<file path="src/rtl/alu_nibble_sequencer.sv">
// alu_nibble_sequencer: turns a 4-bit 74181-style combinational slice into a
// multi-cycle WIDTH-bit ripple ALU. Operands are latched through a valid/ready
// handshake, one nibble per cycle is presented LSB-first with the slice carry
// fed back into the next nibble, and the assembled word is offered through a
// second valid/ready handshake.
module alu_nibble_sequencer #(
  parameter int WIDTH = 16
) (
  input  logic             clk,
  input  logic             rst,
  input  logic             in_valid,
  output logic             in_ready,
  input  logic [WIDTH-1:0] in_a,
  input  logic [WIDTH-1:0] in_b,
  input  logic [3:0]       in_s,
  input  logic             in_m,
  input  logic             in_cn,
  output logic [3:0]       alu_a,
  output logic [3:0]       alu_b,
  output logic [3:0]       alu_s,
  output logic             alu_m,
  output logic             alu_cn,
  input  logic [3:0]       alu_f,
  input  logic             alu_cn_out,
  input  logic             alu_a_eq_b,
  output logic             out_valid,
  input  logic             out_ready,
  output logic [WIDTH-1:0] out_f,
  output logic             out_cn,
  output logic             out_a_eq_b
);

  localparam int NIBBLES = WIDTH / 4;
  localparam int CNT_W   = $clog2(NIBBLES);
  localparam logic [CNT_W-1:0] LAST_NIBBLE = CNT_W'(NIBBLES - 1);

  typedef enum logic [1:0] {
    IDLE,
    RUN,
    DONE
  } state_e;

  state_e             state_q, state_d;
  logic [WIDTH-1:0]   a_q, b_q;
  logic [3:0]         s_q;
  logic               m_q;
  logic               carry_q;
  logic               eq_q, eq_d;
  logic [CNT_W-1:0]   cnt_q;
  logic [WIDTH-1:0]   work_q, work_d;
  logic [WIDTH-1:0]   outF_q;
  logic               outCn_q;
  logic               outEq_q;
  logic               lastNibble;

  assign lastNibble = (cnt_q == LAST_NIBBLE);

  // State register; reset aborts any operation in flight.
  always_ff @(posedge clk) begin
    if (rst) begin
      state_q <= IDLE;
    end else begin
      state_q <= state_d;
    end
  end

  // Next state: accept in IDLE, walk every nibble in RUN, hold DONE until consumed.
  always_comb begin
    state_d = state_q;
    case (state_q)
      IDLE:    if (in_valid)   state_d = RUN;
      RUN:     if (lastNibble) state_d = DONE;
      DONE:    if (out_ready)  state_d = IDLE;
      default: state_d = IDLE;
    endcase
  end

  // Handshake flags and slice drive; the slice sees zeros whenever it is not in use.
  always_comb begin
    in_ready  = (state_q == IDLE);
    out_valid = (state_q == DONE);
    alu_a     = 4'h0;
    alu_b     = 4'h0;
    alu_s     = 4'h0;
    alu_m     = 1'b0;
    alu_cn    = 1'b0;
    if (state_q == RUN) begin
      alu_a  = a_q[4*cnt_q +: 4];
      alu_b  = b_q[4*cnt_q +: 4];
      alu_s  = s_q;
      alu_m  = m_q;
      alu_cn = carry_q;
    end
  end

  // Partial word with the current slice result merged in, plus the running A=B flag.
  always_comb begin
    work_d                 = work_q;
    work_d[4*cnt_q +: 4]   = alu_f;
    eq_d                   = eq_q & alu_a_eq_b;
  end

  // Operand capture, per-nibble accumulation, and the result registers that only
  // update on the final nibble so the consumer sees a stable word.
  always_ff @(posedge clk) begin
    if (rst) begin
      a_q     <= '0;
      b_q     <= '0;
      s_q     <= 4'h0;
      m_q     <= 1'b0;
      carry_q <= 1'b0;
      eq_q    <= 1'b0;
      cnt_q   <= '0;
      work_q  <= '0;
      outF_q  <= '0;
      outCn_q <= 1'b0;
      outEq_q <= 1'b0;
    end else if (state_q == IDLE) begin
      if (in_valid) begin
        a_q     <= in_a;
        b_q     <= in_b;
        s_q     <= in_s;
        m_q     <= in_m;
        carry_q <= in_cn;
        eq_q    <= 1'b1;
        cnt_q   <= '0;
      end
    end else if (state_q == RUN) begin
      work_q  <= work_d;
      carry_q <= alu_cn_out;
      eq_q    <= eq_d;
      if (lastNibble) begin
        outF_q  <= work_d;
        outCn_q <= alu_cn_out;
        outEq_q <= eq_d;
      end else begin
        cnt_q <= cnt_q + CNT_W'(1);
      end
    end
  end

  assign out_f      = outF_q;
  assign out_cn     = outCn_q;
  assign out_a_eq_b = outEq_q;

endmodule

</file>
<file path="config.mk">
export PLATFORM = sky130hd
export DESIGN_NAME = alu_nibble_sequencer
export DESIGN_NICKNAME = d
export VERILOG_FILES = /design/src/rtl/alu_nibble_sequencer.sv
export SDC_FILE = /design/constraint.sdc
export NUM_CORES = 1
export LEC_CHECK = 0
export ABC_CLOCK_PERIOD_IN_PS = 3000
export CAP_MARGIN = 20
export CORE_MARGIN = 2
export CORE_UTILIZATION = 54
export CTS_BUF_LIST = sky130_fd_sc_hd__clkbuf_4 sky130_fd_sc_hd__clkbuf_8
export DETAILED_ROUTE_END_ITERATION = 8
export GPL_TIMING_DRIVEN = 0
export PLACE_DENSITY = 0.9
export SLEW_MARGIN = 20
export SYNTH_ARGS = -nofsm -noshare
export SYNTH_HDL_FRONTEND = slang
export SYNTH_SLANG_ARGS = --single-unit
</file>
<file path="constraint.sdc">
create_clock -name clk -period 3 [get_ports clk]
set_input_delay 0.6 -clock clk [delete_from_list [all_inputs] [get_ports clk]]
set_output_delay 0.6 -clock clk [all_outputs]
set_load 0.03 [all_outputs]
</file>
==> results_dict.tcl, run 1 <==
set metrics [dict create \
    report.final.slew_viol_count 0 \
    layout_common_cells "84 x nand2_1, 79 x clkdlybuf4s50_1, 72 x dfxtp_1, 51 x a21oi_1, 24 x nor2_1" \
    rsz0062_at_grt "false" \
    regToRegSetupSlack_ns 0.91 \
    grt_overflow 0 \
    die_w_um 81.3 \
    drc 0 \
    gp_congestion 0.841 \
    synthesis.nets 421 \
    synth_top_flop_cell "dfxtp_1" \
    htree_num_levels 3 \
    via_count 3036 \
    num-fill-cells 418 \
    synth_top_family_by_area "simple AND/OR/NAND/NOR gates" \
    syn-instance-count 368 \
    dp.cells 522 \
    critPathMaxFanout 10 \
    slowest_delay_ns 0.59 \
    synthArstFlopShare 0 \
    portBuffers 79 \
    critical_path.slowest_cell "clkdlybuf4s50_1" \
    dpl_cell_area_sq_um 4110 \
    core_area_sq_um 5850 \
    yosys-mux-area-fraction 0.0590 \
    synthSimpleGateAreaFrac 0.252 \
    setup_viol 0 \
    yosys_warnings 0 \
    critPathKind "reg2out" \
    n_antenna_cell 0 \
    worstReg2RegStart "cnt_q[1]" \
    max_slew.worst_pin.slew_ns 0.591 \
    root_buffer "clkbuf_8" \
    track_usage 0.269 \
    clock_sinks 73 \
    reg2reg_depth 7 \
    rows 28 \
    first_global_vias 2920 \
    synthXorXnorAreaFrac 0 \
    synth_edf_count 0 \
    drt_iter0_markers 222 \
    p_leak_nw 1.58 \
    min_from "a_q[10]" \
    timing.final.crit_share 0.961 \
    cp_data_arrival_time_ns 2.28 \
    p_per_area_nw_per_um2 491 \
    cts_tree "built" \
    wl_um 8580 \
    setup.worst_path.end_class "output pin" \
    grt_pass1_wl_um 13400 \
    min_to "a_q[10]" \
    globalRoute.busiestLayer "met2" \
    clock_skew_ns 0.00729 \
    reg2reg_to "out_f[2]" \
    grt_use_met2 0.461 \
    final_cell_area_sq_um 4310 \
    use_met1 0.327 \
    die_h_um 81.3 \
    insertion_delay_ns 0.35 \
    clkTransAtPathRegs_ns 0.07 \
    synth_seq_area_share 0.453 \
    seq_area_sq_um 1460 \
    clockBufferDepth 2 \
    relSlewSlack 0.606 \
    synth_fa_ha_area_frac 0.0194 \
    multiInputGateArea_sq_um 1540 \
    syn_area_sq_um 3230 \
    synth_cell_type_count 36 \
    min_delay_path_depth 2 \
    met3_usage 0.0611 \
    yosys_register_bits 73 \
    hold_path_class "reg2reg" \
    hold_viol 0 \
    layout-drive-gt1-share 0.119 \
    status "complete, no violations" \
    postLayoutCoreUtil 0.737 \
    num-nets-final 510 \
    start_util 0.551 \
    dpl.hpwl_um 6080 \
    path_cells "buf_6, mux4_2, and2_1, clkdlybuf4s50_1" \
    drv_cap 0 \
    area_growth_syn_to_layout_pct 33.6 \
    final_common_cell "nand2_1" \
    viasPerCell 5.65 \
    ant_nets 0 \
    synth_compound_area_frac 0.146 \
    io_pins 82 \
    antenna_found_initial 0 \
    synth_area_per_cell_sq_um 8.77 \
    grt_max_degree 19 \
    cts_buffers 9 \
    critPathRequiredTime_ns 2.40 \
    fmax_ghz 0.347 \
    min_period_ns 2.88 \
    wl_per_cell_um 16.0 \
    cp-start-kind "flop" \
    dieArea_sq_um 6610 \
    dr.pass1.iters 5 \
    peakVddDrop_mv 0.292 \
    instances_no_fill 537 \
    setup_tns_ns 0 \
]
-- report_power, final --
part	internal, mW	switching (mW)	leakage [nW]	total (mW)
Combinational	0.149	0.150	0.877	0.299
Sequential	1.01	0.0214	0.595	1.03
Clock	0.433	0.356	0.108	0.788
-- cell usage after synthesis (2+ instances only) --
library cell / n / area, sq um
nand2_1: 84 / 315
dfxtp_1: 73 / 1460
a21oi_1: 51 / 255
nor2_1: 24 / 90.1
and2_1: 14 / 87.6
nor3_1: 12 / 60.1
a221oi_1: 10 / 87.6
clkbuf_1: 10 / 37.5
buf_2: 9 / 45.0
buf_6: 9 / 101
a32oi_1: 8 / 70.1
mux4_2: 8 / 180
nand3_1: 7 / 35.0
inv_1: 6 / 22.5
nand3b_1: 6 / 45.0
ha_1: 5 / 62.6
nand2b_1: 4 / 25.0
nor2b_1: 4 / 25.0
and4bb_2: 3 / 37.5
a211oi_1: 2 / 15.0
a22oi_1: 2 / 15.0
clkbuf_2: 2 / 10.0
nand4b_1: 2 / 17.5
-- kinds of logic after synthesis --
group / Yosys count
AOI/OAI and AO/OA: 77
adders and majority gates: 5
buffers and inverters: 38
DFF: 73
muxes: 9
and+or+nand+nor: 166
-- state kept, by name, summed over array words and instances, names as in the netlist --
signal,cells
a_q,16
b_q,16
out_f,16
work_q,12
s_q,4
cnt_q,2
state_q,2
carry_q,1
eq_q,1
m_q,1
out_a_eq_b,1
out_cn,1
-- area by class of cell --
class                   instances  share of cell area
flip-flops and latches         73               0.339
multi-input cells             257               0.357
inverters                       6             0.00523
clock buffers                  13              0.0372
repair buffers                 79               0.184
well taps                      75              0.0218
clock inverters                 3             0.00929
plain buffers                  31              0.0470
-- repair_timing --
| item | CTS | global route |
|---|---|---|
| setup buffers | 0 | 0 |
| gates resized for setup | 1 | 2 |
| pin swaps | 0 | 0 |
| setup endpoints to repair | 10 | 8 |
| hold buffers | 0 | 0 |
-- metrics by stage --
step / total power [mW] / hold slack [ns] / setup WS [ns]
4_1_cts: 2.11 / 0.454 / 0.0315
5_1_grt: 2.18 / 0.462 / 0.0507
2_1_floorplan: 1.22 / 0.432 / 1.01
3_3_place_gp: 1.33 / 0.439 / 0.348
6_report: 2.11 / 0.454 / 0.118
3_5_place_dp: 1.34 / 0.445 / 0.312
-- routing by layer --
layer | vias up | part of all wire
li1 | 1448 | -
met1 | 1440 | 0.42
met2 | 131 | 0.49
met3 | 17 | 0.066
met4 | 0 | 0.018
met5 | - | 0
-- worst max-delay path, delay by kind of cell, from the launching register on --
| kind | cells | cell delay [ns] |
|---|---|---|
| buffers and inverters | 2 | 0.80 |
| muxes | 1 | 0.51 |
| DFF | 1 | 0.45 |
| and+or+nand+nor | 1 | 0.17 |
-- how the worst max path moves through the flow --
stage | start | to | slack (ns) | cells past startpoint
2_1_floorplan | cnt_q[0] | alu_a[0] | 1.01 | 3
3_3_place_gp | state_q[0] | alu_s[2] | 0.35 | 6
3_5_place_dp | state_q[0] | alu_s[2] | 0.31 | 6
4_1_cts | cnt_q[1] | alu_b[1] | 0.03 | 4
5_1_grt | cnt_q[0] | alu_b[1] | 0.05 | 4
6_report | cnt_q[0] | alu_b[1] | 0.12 | 4
Note: power is estimated with default switching activity, not from simulation.
==> run 2, diff against run 1 <==
Settings changed: CORE_ASPECT_RATIO set to 1.4.
==> run 2 against run 1 <==
Compared with the run above: maximum frequency is 0.45% lower; sequential share of layout area is 0.32 points lower; highest routed layer unchanged; critical endpoint is now alu_a[0]; clock-buffer cell count is 2 lower; die area is 0.14% higher; combinational power is 1% higher; largest power group unchanged; sequential power hardly changed; critical path type unchanged; wire length is 1.5% lower; global-route usage is 0.12 points lower; total power is 7.9% higher; core utilization is 1.1 points higher; design area is 0.96% higher.
==> results_dict.tcl, run 2 (synthesized netlist as in run 1, its figures left out) <==
set metrics [dict create \
    viasPerCell 5.75 \
    root_buffer "clkbuf_8" \
    status "complete, no violations" \
    fmax_ghz 0.345 \
    track_usage 0.268 \
    num-nets-final 510 \
    p_per_area_nw_per_um2 524 \
    cp_data_arrival_time_ns 2.30 \
    n_antenna_cell 0 \
    clkTransAtPathRegs_ns 0.08 \
    htree_num_levels 3 \
    io_pins 82 \
    min_period_ns 2.90 \
    report.final.slew_viol_count 0 \
    via_count 3057 \
    final_cell_area_sq_um 4350 \
    clock_sinks 73 \
    die_h_um 95.4 \
    drt_iter0_markers 242 \
    finalWorstSetupSlack_ns 0.105 \
    insertion_delay_ns 0.35 \
    wl_um 8460 \
    grt_overflow 0 \
    relSlewSlack 0.628 \
    post-place-ws_ns 0.331 \
    start_util 0.554 \
    postCtsSetupBuffers 0 \
    p_leak_nw 1.60 \
    area_growth_syn_to_layout_pct 34.9 \
    cts_tree "built" \
    hold_path_class "reg2reg" \
    setup_viol 0 \
    cp-start-kind "flop" \
    postLayoutCoreUtil 0.747 \
    core_area_sq_um 5820 \
    setup.worst_path.end_class "output pin" \
    cts-hold-fix-buffers 0 \
    critPathMaxFanout 10 \
    finalPower_mw 2.28 \
    hold_viol 0 \
    worstReg2RegStart "cnt_q[1]" \
    dr.pass1.iters 6 \
    max_slew.worst_pin.slew_ns 0.558 \
    cp-startpoint "cnt_q[0]" \
    layout-drive-gt1-share 0.119 \
    drc 0 \
    first_global_vias 3055 \
    wl_per_cell_um 15.9 \
    die_w_um 69.3 \
    ant_nets 0 \
    grt_pass1_wl_um 14000 \
    grt_max_degree 19 \
    drv_cap 0 \
    crit_end "alu_a[0]" \
    clockBufferDepth 2 \
    critPathRequiredTime_ns 2.40 \
    rsz0062_at_grt "false" \
    reg2reg_depth 7 \
    timing.hold.ws_ns 0.457 \
    antenna_found_initial 0 \
    reg2reg_to "out_f[1]" \
    dpl.hpwl_um 6200 \
    portBuffers 79 \
    peakVddDrop_mv 0.358 \
    rows 33 \
    layout_common_cells "84 x nand2_1, 79 x clkdlybuf4s50_1, 72 x dfxtp_1, 51 x a21oi_1, 24 x nor2_1" \
    dp.cells 517 \
    timing.final.crit_share 0.965 \
    cts_buffers 9 \
    dpl_cell_area_sq_um 4100 \
    gp_congestion 0.870 \
    regToRegSetupSlack_ns 0.89 \
    clock_skew_ns 0.00725 \
    cts.repair.resized 1 \
    dieArea_sq_um 6620 \
    final_common_cell "nand2_1" \
    instances_no_fill 532 \
    setup_tns_ns 0 \
    critPathKind "reg2out" \
]
run 2: layout make-up:
cell class	count	area, sq um
Timing Repair Buffer	79	791
Buffer	31	203
Multi-Input combinational cell	257	1540
Fill cell	414	1470
Clock inverter	5	103
Tap cell	70	87.6
Sequential cell	73	1460
Inverter	6	22.5
Clock buffer	11	145
run 2: routing by layer:
metal / routed length, um / global-route usage / part of all wire
met5: 0 / 0 / 0
met4: 209 / 0.111 / 0.025
met3: 505 / 0.0539 / 0.060
met2: 4540 / 0.504 / 0.54
met1: 3200 / 0.293 / 0.38
run 2: report_power, final:
part / internal [mW] / switching (mW) / leakage [nW]
Sequential: 1.01 / 0.0212 / 0.595
Clock: 0.583 / 0.368 / 0.123
Combinational: 0.149 / 0.154 / 0.877
run 2: worst min-delay path by stage:
stage          startpoint         to  slack [ns]  depth (start not counted)
2_1_floorplan         m_q        m_q        0.43                          2
3_3_place_gp       s_q[3]     s_q[3]        0.44                          2
3_5_place_dp       a_q[8]     a_q[8]        0.44                          2
4_1_cts            a_q[8]     a_q[8]        0.46                          2
5_1_grt         out_f[14]  out_f[14]        0.48                          2
6_report        out_f[13]  out_f[13]        0.46                          2
run 2: critical path, cell delays in order (launching register included):
cell and delay, ns:
dfxtp_2 0.44, buf_6 0.21, mux4_2 0.51, and2_1 0.19, clkdlybuf4s50_1 0.59
